--- src/rtl/imem_loader_pkg.sv ---
// ---------------------------------------------------------------------------
// imem_loader_pkg
// Shared definitions for the instruction-memory loader:
//   state_t           - loader FSM states
//   IMEM_WORD_BYTES   - bytes per instruction word
//   IMEM_ADDR_STRIDE  - byte-address step between consecutive words
//   word_addr()       - byte address of word k relative to a base
// ---------------------------------------------------------------------------
package imem_loader_pkg;

    typedef enum logic [2:0] {
        IDLE,
        LEN_LO,
        LEN_HI,
        DATA,
        DONE,
        ERR
    } state_t;

    localparam int          IMEM_WORD_BYTES  = 4;
    localparam logic [31:0] IMEM_ADDR_STRIDE = 32'd4;

    // Same PC-indexed addressing as the fetch side: base + 4*k, modulo 2^32.
    function automatic logic [31:0] word_addr(input logic [31:0] base,
                                              input logic [31:0] idx);
        return base + idx * IMEM_ADDR_STRIDE;
    endfunction

endpackage

--- src/rtl/imem_loader_if.sv ---
// ---------------------------------------------------------------------------
// imem_loader_if
// Bundles the byte-stream input and the instruction-memory write port.
//   in_valid / in_data / in_ready : byte stream (valid/ready handshake)
//   wr_en / wr_addr / wr_data     : memory write port, one strobe per word
// Modports:
//   master - stream source and memory side (drives bytes, observes writes)
//   slave  - the loader (accepts bytes, drives writes)
// ---------------------------------------------------------------------------
interface imem_loader_if;
    import imem_loader_pkg::*;

    logic                         in_valid;
    logic [7:0]                   in_data;
    logic                         in_ready;
    logic                         wr_en;
    logic [31:0]                  wr_addr;
    logic [IMEM_WORD_BYTES*8-1:0] wr_data;

    modport master (
        output in_valid, in_data,
        input  in_ready, wr_en, wr_addr, wr_data
    );

    modport slave (
        input  in_valid, in_data,
        output in_ready, wr_en, wr_addr, wr_data
    );

endinterface

--- src/rtl/imem_loader_byte_packer.sv ---
// ---------------------------------------------------------------------------
// imem_loader_byte_packer
// Packs bytes little-endian into 32-bit words. The first three bytes of a
// word are held in lane registers; the fourth byte is forwarded straight
// into word[31:24] so the complete word is available in the cycle that
// byte is accepted (word_valid is combinational).
// Ports:
//   clk, rst_n  - clock, asynchronous active-low reset
//   clr         - synchronous clear of the byte counter and lanes
//   byte_valid  - a byte is accepted this cycle
//   byte_data   - the accepted byte
//   word_valid  - this byte completes a word
//   word        - packed word (valid while word_valid)
// ---------------------------------------------------------------------------
module imem_loader_byte_packer
    import imem_loader_pkg::*;
(
    input  logic        clk,
    input  logic        rst_n,
    input  logic        clr,
    input  logic        byte_valid,
    input  logic [7:0]  byte_data,
    output logic        word_valid,
    output logic [31:0] word
);

    localparam logic [1:0] LAST_LANE = 2'(IMEM_WORD_BYTES - 1);

    logic [1:0] cnt_reg;

    always_ff @(posedge clk or negedge rst_n) begin
        if (!rst_n) begin
            cnt_reg <= '0;
        end else if (clr) begin
            cnt_reg <= '0;
        end else if (byte_valid) begin
            cnt_reg <= (cnt_reg == LAST_LANE) ? 2'd0 : cnt_reg + 2'd1;
        end
    end

    genvar gi;
    generate
        for (gi = 0; gi < IMEM_WORD_BYTES - 1; gi++) begin : g_lane
            logic [7:0] lane_reg;

            always_ff @(posedge clk or negedge rst_n) begin
                if (!rst_n) begin
                    lane_reg <= '0;
                end else if (clr) begin
                    lane_reg <= '0;
                end else if (byte_valid && cnt_reg == 2'(gi)) begin
                    lane_reg <= byte_data;
                end
            end

            assign word[8*gi +: 8] = lane_reg;
        end
    endgenerate

    assign word[31:24] = byte_data;
    assign word_valid  = byte_valid && (cnt_reg == LAST_LANE);

endmodule

--- src/rtl/imem_loader.sv ---
// ---------------------------------------------------------------------------
// imem_loader
// Programs the instruction memory from a length-prefixed little-endian byte
// stream: two length bytes (word count, LSB first) followed by 4*len data
// bytes. Each completed word is written at BASE_ADDR + 4*k. The core is
// held in reset until the image has been written completely.
// Parameters:
//   DEPTH_WORDS - instruction memory capacity in words
//   BASE_ADDR   - byte address of the first word
// Ports:
//   clk, rst_n  - clock, asynchronous active-low reset
//   start       - arm a new load (ignored while busy)
//   busy        - load in progress
//   done        - last load completed cleanly (sticky until next start)
//   err         - length exceeded DEPTH_WORDS (sticky until next start)
//   core_rst_n  - active-low core reset, released only when done
//   bus         - byte stream in, memory write port out
// ---------------------------------------------------------------------------
module imem_loader
    import imem_loader_pkg::*;
#(
    parameter int          DEPTH_WORDS = 64,
    parameter logic [31:0] BASE_ADDR   = 32'h0
) (
    input  logic         clk,
    input  logic         rst_n,
    input  logic         start,
    output logic         busy,
    output logic         done,
    output logic         err,
    output logic         core_rst_n,
    imem_loader_if.slave bus
);

    localparam int IDX_W = $clog2(DEPTH_WORDS + 1);

    state_t            state_reg, state_next;
    logic [15:0]       len_reg, len_next;
    logic [IDX_W-1:0]  idx_reg, idx_next;

    logic              wr_en_reg;
    logic [31:0]       wr_addr_reg;
    logic [31:0]       wr_data_reg;

    logic              accept;
    logic              start_ok;
    logic              image_full;
    logic              pack_valid;
    logic              word_valid;
    logic [31:0]       word;
    logic [15:0]       len_full;

    assign accept     = bus.in_valid && bus.in_ready;
    assign start_ok   = start && !busy;
    assign len_full   = {bus.in_data, len_reg[7:0]};

    // Once every word has been handed to the write port, the loader spends
    // one more cycle in DATA so that done rises after the final wr_en pulse.
    // Bytes offered during that cycle are handshaken but not packed.
    assign image_full = (32'(idx_reg) == 32'(len_reg));
    assign pack_valid = accept && (state_reg == DATA) && !image_full;

    imem_loader_byte_packer u_packer (
        .clk        (clk),
        .rst_n      (rst_n),
        .clr        (start_ok),
        .byte_valid (pack_valid),
        .byte_data  (bus.in_data),
        .word_valid (word_valid),
        .word       (word)
    );

    always_ff @(posedge clk or negedge rst_n) begin
        if (!rst_n) begin
            state_reg <= IDLE;
            len_reg   <= '0;
            idx_reg   <= '0;
        end else begin
            state_reg <= state_next;
            len_reg   <= len_next;
            idx_reg   <= idx_next;
        end
    end

    always_comb begin
        state_next = state_reg;
        len_next   = len_reg;
        idx_next   = idx_reg;

        unique case (state_reg)
            IDLE, DONE, ERR: begin
                if (start) begin
                    state_next = LEN_LO;
                    len_next   = '0;
                    idx_next   = '0;
                end
            end
            LEN_LO: begin
                if (accept) begin
                    len_next[7:0] = bus.in_data;
                    state_next    = LEN_HI;
                end
            end
            LEN_HI: begin
                if (accept) begin
                    len_next = len_full;
                    if (len_full == 16'd0) begin
                        state_next = DONE;
                    end else if (32'(len_full) > 32'(DEPTH_WORDS)) begin
                        state_next = ERR;
                    end else begin
                        state_next = DATA;
                    end
                end
            end
            DATA: begin
                if (image_full) begin
                    state_next = DONE;
                end else if (word_valid) begin
                    idx_next = idx_reg + 1'b1;
                end
            end
            default: begin
                state_next = IDLE;
            end
        endcase
    end

    // Write port is registered: the strobe appears the cycle after the
    // fourth byte of a word, address/data hold until the next write.
    always_ff @(posedge clk or negedge rst_n) begin
        if (!rst_n) begin
            wr_en_reg   <= 1'b0;
            wr_addr_reg <= '0;
            wr_data_reg <= '0;
        end else begin
            wr_en_reg <= word_valid;
            if (word_valid) begin
                wr_addr_reg <= word_addr(BASE_ADDR, 32'(idx_reg));
                wr_data_reg <= word;
            end
        end
    end

    assign busy         = (state_reg == LEN_LO) || (state_reg == LEN_HI) ||
                          (state_reg == DATA);
    assign bus.in_ready = busy;
    assign done         = (state_reg == DONE);
    assign err          = (state_reg == ERR);
    assign core_rst_n   = (state_reg == DONE);

    assign bus.wr_en    = wr_en_reg;
    assign bus.wr_addr  = wr_addr_reg;
    assign bus.wr_data  = wr_data_reg;

endmodule

--- src/flat_wrapper.sv ---
// flat-port wrapper written by rule: the top's interface ports become plain ports
module imem_loader_flat import imem_loader_pkg::*;
#(
    parameter int          DEPTH_WORDS = 64,
    parameter logic [31:0] BASE_ADDR   = 32'h0
)
  (clk, rst_n, start, busy, done, err, core_rst_n, bus_in_valid, bus_in_data, bus_in_ready, bus_wr_en, bus_wr_addr, bus_wr_data);
  imem_loader_if bus_i ();
  input  logic clk;
  input  logic rst_n;
  input  logic start;
  output logic busy;
  output logic done;
  output logic err;
  output logic core_rst_n;
  input wire logic [$bits(bus_i.in_valid)-1:0] bus_in_valid;
  input wire logic [$bits(bus_i.in_data)-1:0] bus_in_data;
  output wire logic [$bits(bus_i.in_ready)-1:0] bus_in_ready;
  output wire logic [$bits(bus_i.wr_en)-1:0] bus_wr_en;
  output wire logic [$bits(bus_i.wr_addr)-1:0] bus_wr_addr;
  output wire logic [$bits(bus_i.wr_data)-1:0] bus_wr_data;
  assign bus_i.in_valid = bus_in_valid;
  assign bus_i.in_data = bus_in_data;
  assign bus_in_ready = bus_i.in_ready;
  assign bus_wr_en = bus_i.wr_en;
  assign bus_wr_addr = bus_i.wr_addr;
  assign bus_wr_data = bus_i.wr_data;
  imem_loader #(.DEPTH_WORDS(DEPTH_WORDS), .BASE_ADDR(BASE_ADDR)) u_core (.clk(clk), .rst_n(rst_n), .start(start), .busy(busy), .done(done), .err(err), .core_rst_n(core_rst_n), .bus(bus_i));
endmodule
--- config.mk ---
export PLATFORM = sky130hd
export DESIGN_NAME = imem_loader_flat
export DESIGN_NICKNAME = d
export VERILOG_FILES = /design/src/rtl/imem_loader_pkg.sv /design/src/rtl/imem_loader_if.sv /design/src/rtl/imem_loader_byte_packer.sv /design/src/rtl/imem_loader.sv /design/src/flat_wrapper.sv
export SDC_FILE = /design/constraint.sdc
export NUM_CORES = 1
export LEC_CHECK = 0
export CAP_MARGIN = 20
export CORE_MARGIN = 5
export CORE_UTILIZATION = 35
export DETAILED_ROUTE_END_ITERATION = 12
export HOLD_SLACK_MARGIN = 0.1
export SYNTH_ARGS = -nofsm -noshare
export SYNTH_HDL_FRONTEND = slang
export SYNTH_SLANG_ARGS = --single-unit
--- constraint.sdc ---
create_clock -name clk -period 6.07 [get_ports clk]
set_clock_uncertainty 0.05 [all_clocks]
set_input_delay 1.821 -clock clk [delete_from_list [all_inputs] [get_ports clk]]
set_output_delay 1.821 -clock clk [all_outputs]
set_load 0.01 [all_outputs]
==> impl_metrics.json, run 1 <==
{
  "outcome": "completed",
  "cts_setup_buffers": 0,
  "cts_buffers": 9,
  "whs_path_depth": 2,
  "seq_area_frac_synth_pct": 53.1,
  "die_h_um": 121,
  "r2r_cells": 5,
  "synth_top_cell_area_share_pct": 53.1,
  "powerDensity_nw_per_um2": 398,
  "async_reset_ff_share_pct": 100,
  "period_share_pct": 60.3,
  "largest_register_ffs": 32,
  "required_ps": 4200,
  "netSwitchingPower_mw": 0.735,
  "grt_usage_pct": 13.0,
  "final_common_cell": "dfrtp_1",
  "first_pass_iters": 4,
  "tightestPinTransition_ps": 1040,
  "postSynthCellCount": 381,
  "drc_errors": 0,
  "clock_path_buffers": 2,
  "start_kind": "register",
  "synth_area_leaders": "dfrtp_1, mux2_2, a31o_2",
  "hold_ws_ps": 423,
  "path_clk_slew_ps": 60,
  "crit_path_end_kind": "output pin",
  "rsz0062_at_grt": "no",
  "dpl_cell_area_sq_um": 4920,
  "period_needed_ps": 3660,
  "dieArea_sq_um": 14700,
  "p_clk_share_pct": 27.0,
  "p_comb_share_pct": 32.4,
  "synthFlopType": "dfrtp_1",
  "syn_area_sq_um": 4340,
  "crit_fanout": 11,
  "critPathKind": "reg2out",
  "final_cell_mix": "dfrtp_1, clkdlybuf4s50_1, nand2_1, mux2_2, a21oi_1",
  "relSlewSlack_pct": 30.6,
  "max-cap-violations": 0,
  "hold_path_startpoint": "u_core.len_reg[13]",
  "power_leakage_nw": 2.46,
  "fp.coreArea_sq_um": 12100,
  "nNetsFinal": 444,
  "r2r_setup_slack_ps": 3540,
  "dp.final_hpwl_um": 6290,
  "ys_seq_elements": 92,
  "cp_data_arrival_time_ps": 1790,
  "viasPerCell": 4.86,
  "seq_power_share_pct": 40.6,
  "hold_viol": 0,
  "yosys.area.top_type": "dfrtp_1",
  "cts_tree": "done",
  "p_int_mw": 1.35,
  "r2r_start": "u_core.idx_reg[5]",
  "fmax_ghz": 0.273,
  "clock_latency_ps": 340,
  "drt_iter0_drc": 112,
  "synthToLayoutAreaGrowth_pct": 20.7,
  "gp_congestion": 0.809,
  "dieWidth_um": 121,
  "setup_viol": 0,
  "wire_per_inst_um": 15.5,
  "tns_ps": 0,
  "portBuffers": 56,
  "grt_pass1_wl_um": 15100,
  "cts_root_buf": "clkbuf_16",
  "ys_warn_count": 0,
  "vias": 2916,
  "antenna_left": 0,
  "cp-startpoint": "u_core.state_reg[2]",
  "n_fill_cell": 1118,
  "grt_pass1_vias": 2884,
  "slew_violations": 0,
  "hold_class": "reg2reg",
  "grt.overflow.total": 0,
  "ir_drop_v": 0.000161,
  "drt-total-wl_um": 9280,
  "synth_cell_types": 43,
  "cts.repair.resized": 0,
  "final_area_sq_um": 5230,
  "avgSynthCellArea_sq_um": 11.4,
  "fp-row-count": 40,
  "start_util_pct": 35.9,
  "htree_num_levels": 3,
  "io_pins": 82,
  "antennaDiodeCount": 0,
  "antenna_found_initial": 0,
  "grt_max_degree": 61,
  "holdBufCountCts": 0,
  "synth_edf_count": 0,
  "clock-sinks": 92,
  "p_sw_share_pct": 35.3,
  "layout-drive-gt1-share_pct": 22.9
}
-- worst paths after layout --
check	to
worst max-delay path	done
max in group asynchronous	u_core.u_packer.g_lane[0].lane_reg[1]
worst min-delay path	u_core.len_reg[13]
worst min register to register	u_core.len_reg[13]
min in group asynchronous	u_core.bus.wr_data[17]
worst max register to register	u_core.bus.wr_data[25]
-- cell type report --
class                   count  area [sq um]  area share, %
inverters                   6          22.5          0.430
clock buffers               9           225           4.30
multi-input cells         257          1770           33.9
flip-flops and latches     92          2300           44.0
clock inverters             7          75.1           1.43
repair buffers             61           623           11.9
well taps                 168           210           4.02
-- per-stage QoR --
step           power [mW]  util [%]  cells  setup WS (ps)
3_3_place_gp         1.49      40.5    582           2050
4_1_cts              2.10      43.3    599           2370
3_5_place_dp         1.53      40.8    583           2120
5_1_grt              2.21      43.4    600           2290
2_1_floorplan        1.33         -    405           2990
6_report             2.08      43.4    600           2410
-- kinds of logic after synthesis --
family	after synthesis	synth area share (%)
AND/OR/NAND/NOR	93	10.8
adder cells (fa/ha/maj)	5	1.44
XOR/XNOR	7	1.41
multiplexers	43	11.2
other	1	0.0865
buffers and inverters	56	8.34
flip-flops	92	53.1
AO/OA/AOI/OAI	84	13.6
-- synthesized netlist by cell type (3+ instances only) --
cell and count:
buf_2 7, a21oi_1 28, o21ai_0 12, a22o_1 8, xor2_1 7, buf_6 5
ha_1 5, buf_4 28, clkbuf_1 7, nand2_1 51, nor2_1 6, inv_1 6
mux2_2 39, buf_1 3, nand2b_1 3, dfrtp_1 92, a31oi_1 3, mux2i_1 3
a31o_2 25, nand3_1 14
-- routing by layer --
layer  GRT usage (%)  vias up  wire length, um
met1            17.2     1437             4260
met4            5.67        0              201
met5               0        -                0
met2            20.9       76             4410
met3            2.28       15              403
li1                -     1388                -
-- power groups by stage --
stage | registers, mW | logic, mW | clock network (mW)
2_1_floorplan | 0.811 | 0.518 | 0
3_3_place_gp | 0.851 | 0.640 | 0
3_5_place_dp | 0.856 | 0.670 | 0
4_1_cts | 0.845 | 0.673 | 0.579
5_1_grt | 0.865 | 0.747 | 0.599
6_report | 0.846 | 0.675 | 0.563
-- worst max-delay path, cell delays in order, from the launching register on --
cell             delay [ps]
dfrtp_1                 560
nor3b_1                 300
clkdlybuf4s50_1         590
(Power assumes the default switching activity.)
==> run 2, diff against run 1 <==
Clock period 6.07 ns to 3.27 ns, I/O delays scaled along.
==> run 2 against run 1 <==
  * Worst hold slack improved by 9.6 ps
  * Worst setup slack got worse by 2000 ps
  * Die area unchanged
  * Clock-buffer cell count stayed put
  * Via count rose by 2.0%
  * Sequential cell count stayed put
  * Utilization increased by 0.57 points
  * Routed wire length rose by 3.7%
==> impl_metrics.json, run 2 (synthesized netlist as in run 1, its figures left out) <==
{
  "outcome": "completed",
  "tns_ps": 0,
  "fp-row-count": 40,
  "cp_cell_sequence": "nor2_1 -> nor2_1 -> clkdlybuf4s50_1",
  "die_h_um": 121,
  "relSlewSlack_pct": 32.7,
  "gp_congestion": 0.811,
  "first_pass_iters": 4,
  "rsz0062_at_grt": "no",
  "grt_pass1_vias": 2993,
  "drc_errors": 0,
  "htree_num_levels": 3,
  "antenna_found_initial": 0,
  "clock_latency_ps": 330,
  "drt-total-wl_um": 9620,
  "tightestPinTransition_ps": 1010,
  "dp.final_hpwl_um": 6730,
  "final_common_cell": "dfrtp_1",
  "antennaDiodeCount": 0,
  "dieArea_sq_um": 14700,
  "cts_setup_buffers": 0,
  "antenna_left": 0,
  "holdBufCountCts": 0,
  "io_pins": 82,
  "ir_drop_v": 0.000381,
  "crit_fanout": 11,
  "max-cap-violations": 0,
  "period_needed_ps": 2830,
  "fp.coreArea_sq_um": 12100,
  "synthToLayoutAreaGrowth_pct": 22.3,
  "grt_max_degree": 54,
  "grt_usage_pct": 13.7,
  "powerDensity_nw_per_um2": 726,
  "cts_tree": "done",
  "start_kind": "register",
  "cpMostUsedCell": "nor2_1",
  "path_delay_family": "buffers and inverters",
  "drt_iter0_drc": 135,
  "n_fill_cell": 1115,
  "portBuffers": 56,
  "cp_slowest_cell": "clkdlybuf4s50_1",
  "largest_register_ffs": 32,
  "crit_path_end_kind": "output pin",
  "place_ws_ps": 316,
  "cpPeakStageDelay_ps": 590,
  "dieWidth_um": 121,
  "nNetsFinal": 454,
  "final_cell_mix": "dfrtp_1, clkdlybuf4s50_1, nand2_1, mux2_2, a21oi_1",
  "cts_root_buf": "clkbuf_16",
  "wire_per_inst_um": 15.8,
  "fmax_ghz": 0.353,
  "layout_setup_ws_ps": 439,
  "clock_path_buffers": 2,
  "hold_class": "reg2reg",
  "grt_pass1_wl_um": 15900,
  "cts_buffers": 9,
  "period_share_pct": 86.6,
  "grt.overflow.total": 0,
  "clock-sinks": 92,
  "layout-drive-gt1-share_pct": 24.5,
  "vias": 2974,
  "slew_violations": 0,
  "viasPerCell": 4.88,
  "p_total_mw": 3.85,
  "start_util_pct": 35.9,
  "hold_viol": 0,
  "dpl_cell_area_sq_um": 5000,
  "cts.repair.resized": 0,
  "critPathKind": "reg2out",
  "required_ps": 2240,
  "setup_viol": 0,
  "cp_data_arrival_time_ps": 1800,
  "final_area_sq_um": 5300,
  "path_clk_slew_ps": 60,
  "path_buf_inv": 1,
  "power_leakage_nw": 2.50
}
-- run 2: final timing paths --
check	slack, ps	cells after the start	to	startpoint
min	430	2	u_core.bus.wr_addr[3]	u_core.bus.wr_addr[3]
max in group asynchronous	1930	2	u_core.u_packer.g_lane[1].lane_reg[7]	rst_n
max	440	3	busy	u_core.state_reg[1]
min reg2reg	430	2	u_core.bus.wr_addr[3]	u_core.bus.wr_addr[3]
max reg2reg	660	5	u_core.bus.wr_data[29]	u_core.len_reg[9]
min in group asynchronous	580	1	u_core.bus.wr_data[17]	rst_n
-- run 2: area by class of cell --
cell class | instances | area, sq um | area share (%)
inverter | 6 | 22.5 | 0.425
clock buffer | 9 | 225 | 4.25
clock inverter | 6 | 63.8 | 1.20
timing repair buffer | 71 | 703 | 13.3
tap | 168 | 210 | 3.97
multi-input combinational | 257 | 1770 | 33.5
sequential | 92 | 2300 | 43.4
-- run 2: metal layers --
layer | vias to the layer above | GRT usage, % | routed length (um)
li1 | 1402 | - | -
met1 | 1474 | 18.7 | 4260
met2 | 85 | 21.8 | 4660
met3 | 13 | 2.61 | 540
met4 | 0 | 4.41 | 158
met5 | - | 0 | 0
-- run 2: metrics by stage --
step                      utilization (%)  cells  hold WS (ps)
after global routing                 44.0    609           471
final                                44.0    609           433
after CTS                            43.8    608           438
after detailed placement             41.4    593           424
after global placement               41.4    593           407
after floorplan                         -    405           392
-- run 2: tightest hold or removal path: cells and delay by family, from the launching register on --
family	cells	cell delay, ps
AOI/OAI and AO/OA	1	60
DFF	1	340
and+or+nand+nor	1	50
-- run 2: report_power, final --
| part | internal, mW | switching, mW |
|---|---|---|
| logic | 0.553 | 0.710 |
| clock network | 0.588 | 0.430 |
| registers | 1.36 | 0.209 |
| total | 2.50 | 1.35 |
==> run 3, diff against run 2 <==
Settings changed: ABC_AREA set to 1, CORE_UTILIZATION 35 to 47, PLACE_DENSITY set to 0.76.
==> run 3 against run 2 <==
  * Cell area fell by 5.3%
  * Clock power fell by 32%
  * Register-to-register slack improved by 610 ps
  * Via count rose by 18%
  * Sequential share of layout area rose by 2.4 points
  * Critical path type unchanged
  * Critical endpoint is now done
  * Largest cell class unchanged
  * Highest routed layer unchanged
==> impl_metrics.json, run 3 <==
{
  "wire_per_inst_um": 14.0,
  "setup_viol": 0,
  "drt_iter0_drc": 252,
  "antenna_left": 0,
  "critPathKind": "reg2out",
  "ys_warn_count": 0,
  "avgSynthCellArea_sq_um": 8.36,
  "viasPerCell": 5.14,
  "final_area_sq_um": 5020,
  "ys_seq_elements": 92,
  "final_cell_mix": "nand2_1, dfrtp_1, clkdlybuf4s50_1, nand3_1, inv_1",
  "yosys.area_share.adder_pct": 1.45,
  "cp_cell_sequence": "inv_1 -> nand2_1 -> nor2_1 -> clkdlybuf4s50_1",
  "period_share_pct": 83.3,
  "portBuffers": 56,
  "cts_root_buf": "clkbuf_8",
  "dieArea_sq_um": 11200,
  "cp_slowest_cell": "clkdlybuf4s50_1",
  "p_total_mw": 3.13,
  "hold_viol": 0,
  "drc_errors": 0,
  "place_ws_ps": 517,
  "grt_pass1_wl_um": 16100,
  "htree_num_levels": 3,
  "dieWidth_um": 106,
  "tightestPinTransition_ps": 650,
  "antennaDiodeCount": 0,
  "die_h_um": 106,
  "powerDensity_nw_per_um2": 623,
  "synth_cell_types": 25,
  "antenna_found_initial": 0,
  "slew_violations": 0,
  "synth-xor-area-share_pct": 0.405,
  "dp.cells": 666,
  "tns_ps": 0,
  "required_ps": 2240,
  "crit_fanout": 5,
  "finalNonFillerCells": 681,
  "nNetsFinal": 583,
  "period_needed_ps": 2720,
  "cts_buffers": 9,
  "synth_compound_area_share_pct": 4.97,
  "post-synth-top-count-cell": "nand2_1",
  "first_pass_iters": 4,
  "synthSimpleGateAreaFrac_pct": 29.1,
  "crit_path_end_kind": "output pin",
  "cp_data_arrival_time_ps": 1690,
  "cts_setup_buffers": 0,
  "cpPeakStageDelay_ps": 560,
  "fp.coreArea_sq_um": 9110,
  "grt_max_degree": 51,
  "largest_register_ffs": 32,
  "dpl_cell_area_sq_um": 4850,
  "layout_setup_ws_ps": 545,
  "syn_area_sq_um": 4330,
  "synth_edf_count": 0,
  "synth.cells.most_frequent": "nand2_1, dfrtp_1, nand3_1, inv_1",
  "drt-total-wl_um": 9500,
  "clock_path_buffers": 2,
  "gp_congestion": 0.836,
  "holdBufCountCts": 0,
  "hold_class": "reg2reg",
  "fmax_ghz": 0.367,
  "power_leakage_nw": 2.59,
  "fp-row-count": 35,
  "clock_latency_ps": 350,
  "postSynthCellCount": 518,
  "vias": 3498,
  "seq_area_frac_synth_pct": 53.2,
  "synthFlopType": "dfrtp_1",
  "cts_tree": "done",
  "outcome": "completed",
  "rsz0062_at_grt": "no",
  "final_common_cell": "nand2_1",
  "path_clk_slew_ps": 90,
  "max-cap-violations": 0,
  "cts.repair.resized": 0,
  "layout-drive-gt1-share_pct": 5.79,
  "start_util_pct": 47.5,
  "ir_drop_v": 0.000495,
  "path_delay_family": "buffers and inverters",
  "synth_area_leaders": "dfrtp_1, nand2_1, nand3_1",
  "clock-sinks": 92,
  "path_buf_inv": 2,
  "relSlewSlack_pct": 56.7,
  "synthToLayoutAreaGrowth_pct": 16.0,
  "muxShareOfSynthArea_pct": 0,
  "grt_pass1_vias": 3251,
  "dp.final_hpwl_um": 6770,
  "synth_top_family_by_area": "simple AND/OR/NAND/NOR gates",
  "yosys.area.top_type": "dfrtp_1",
  "start_kind": "register",
  "grt_usage_pct": 17.7,
  "synth_top_cell_area_share_pct": 53.2,
  "io_pins": 82,
  "async_reset_ff_share_pct": 100,
  "grt.overflow.total": 0
}
==> run 3: changes by cell type in the layout (fill, tap and decap cells not counted), sizes merged, moves of 9 or more <==
| cell | previous run | this run |
|---|---|---|
| a31o | 25 | 0 |
| a21oi | 28 | 7 |
| nand3 | 14 | 53 |
| nand2 | 51 | 177 |
| inv | 7 | 42 |
| o21ai | 13 | 27 |
| buf | 16 | 7 |
| nand4 | 0 | 26 |
| nor2 | 6 | 24 |
| mux2 | 40 | 0 |
==> run 3: layout make-up <==
class                      count  area, sq um
clock buffer                   9          124
clock inverter                 6         47.5
fill                         829         4090
inverter                      39          146
multi-input combinational    362         1650
sequential                    92         2300
tap                          111          139
timing repair buffer          62          616
==> run 3: cells by family (layout without fill, tap and decap cells) <==
group	count (synthesis)	in the layout
AOI/OAI and AO/OA	41	41
DFF	92	92
adders and majority gates	5	5
xor gates and xnor gates	2	2
and+or+nand+nor	289	289
other	1	25
buffers and inverters	88	116
==> run 3: report_power, final <==
| group | total (mW) | internal, mW | switching [mW] |
|---|---|---|---|
| Sequential | 1.43 | 1.31 | 0.119 |
| Clock | 0.697 | 0.281 | 0.416 |
| Combinational | 1.01 | 0.328 | 0.678 |
| Total | 3.13 | 1.92 | 1.21 |
==> run 3: worst register-to-register path, stage by stage, from the launching register on <==
cell     delay (ps)
dfrtp_1         420
inv_1           170
nand2_1          70
nand2_1          60
nand2_1          50
nor2_1           90
nand3_1         160
nand3_2         140
buf_4           430
nand2_1         130
o21ai_0         140
==> run 3: metal layers <==
metal	global-route usage (%)	routed length [um]	share of wire, %
met1	23.7	4140	44
met2	29.1	4640	49
met3	4.19	589	6.2
met4	4.63	130	1.4
met5	0	0	0
==> run 3: final timing paths <==
check | startpoint | slack [ps] | cells past startpoint | to
setup / recovery | u_core.state_reg[1] | 550 | 4 | done
hold / removal | u_core.u_packer.g_lane[1].lane_reg[2] | 430 | 2 | u_core.bus.wr_data[10]
setup reg to reg | u_core.idx_reg[3] | 1270 | 10 | u_core.bus.wr_data[29]
hold reg to reg | u_core.u_packer.g_lane[1].lane_reg[2] | 430 | 2 | u_core.bus.wr_data[10]
max in group asynchronous | rst_n | 1930 | 2 | u_core.len_reg[11]
min in group asynchronous | rst_n | 590 | 1 | u_core.bus.wr_data[0]
==> run 3: stage by stage <==
step	utilization (%)	hold slack (ps)
2_1_floorplan	-	393
3_3_place_gp	53.2	405
3_5_place_dp	53.2	410
4_1_cts	55.1	426
5_1_grt	55.1	459
6_report	55.1	426
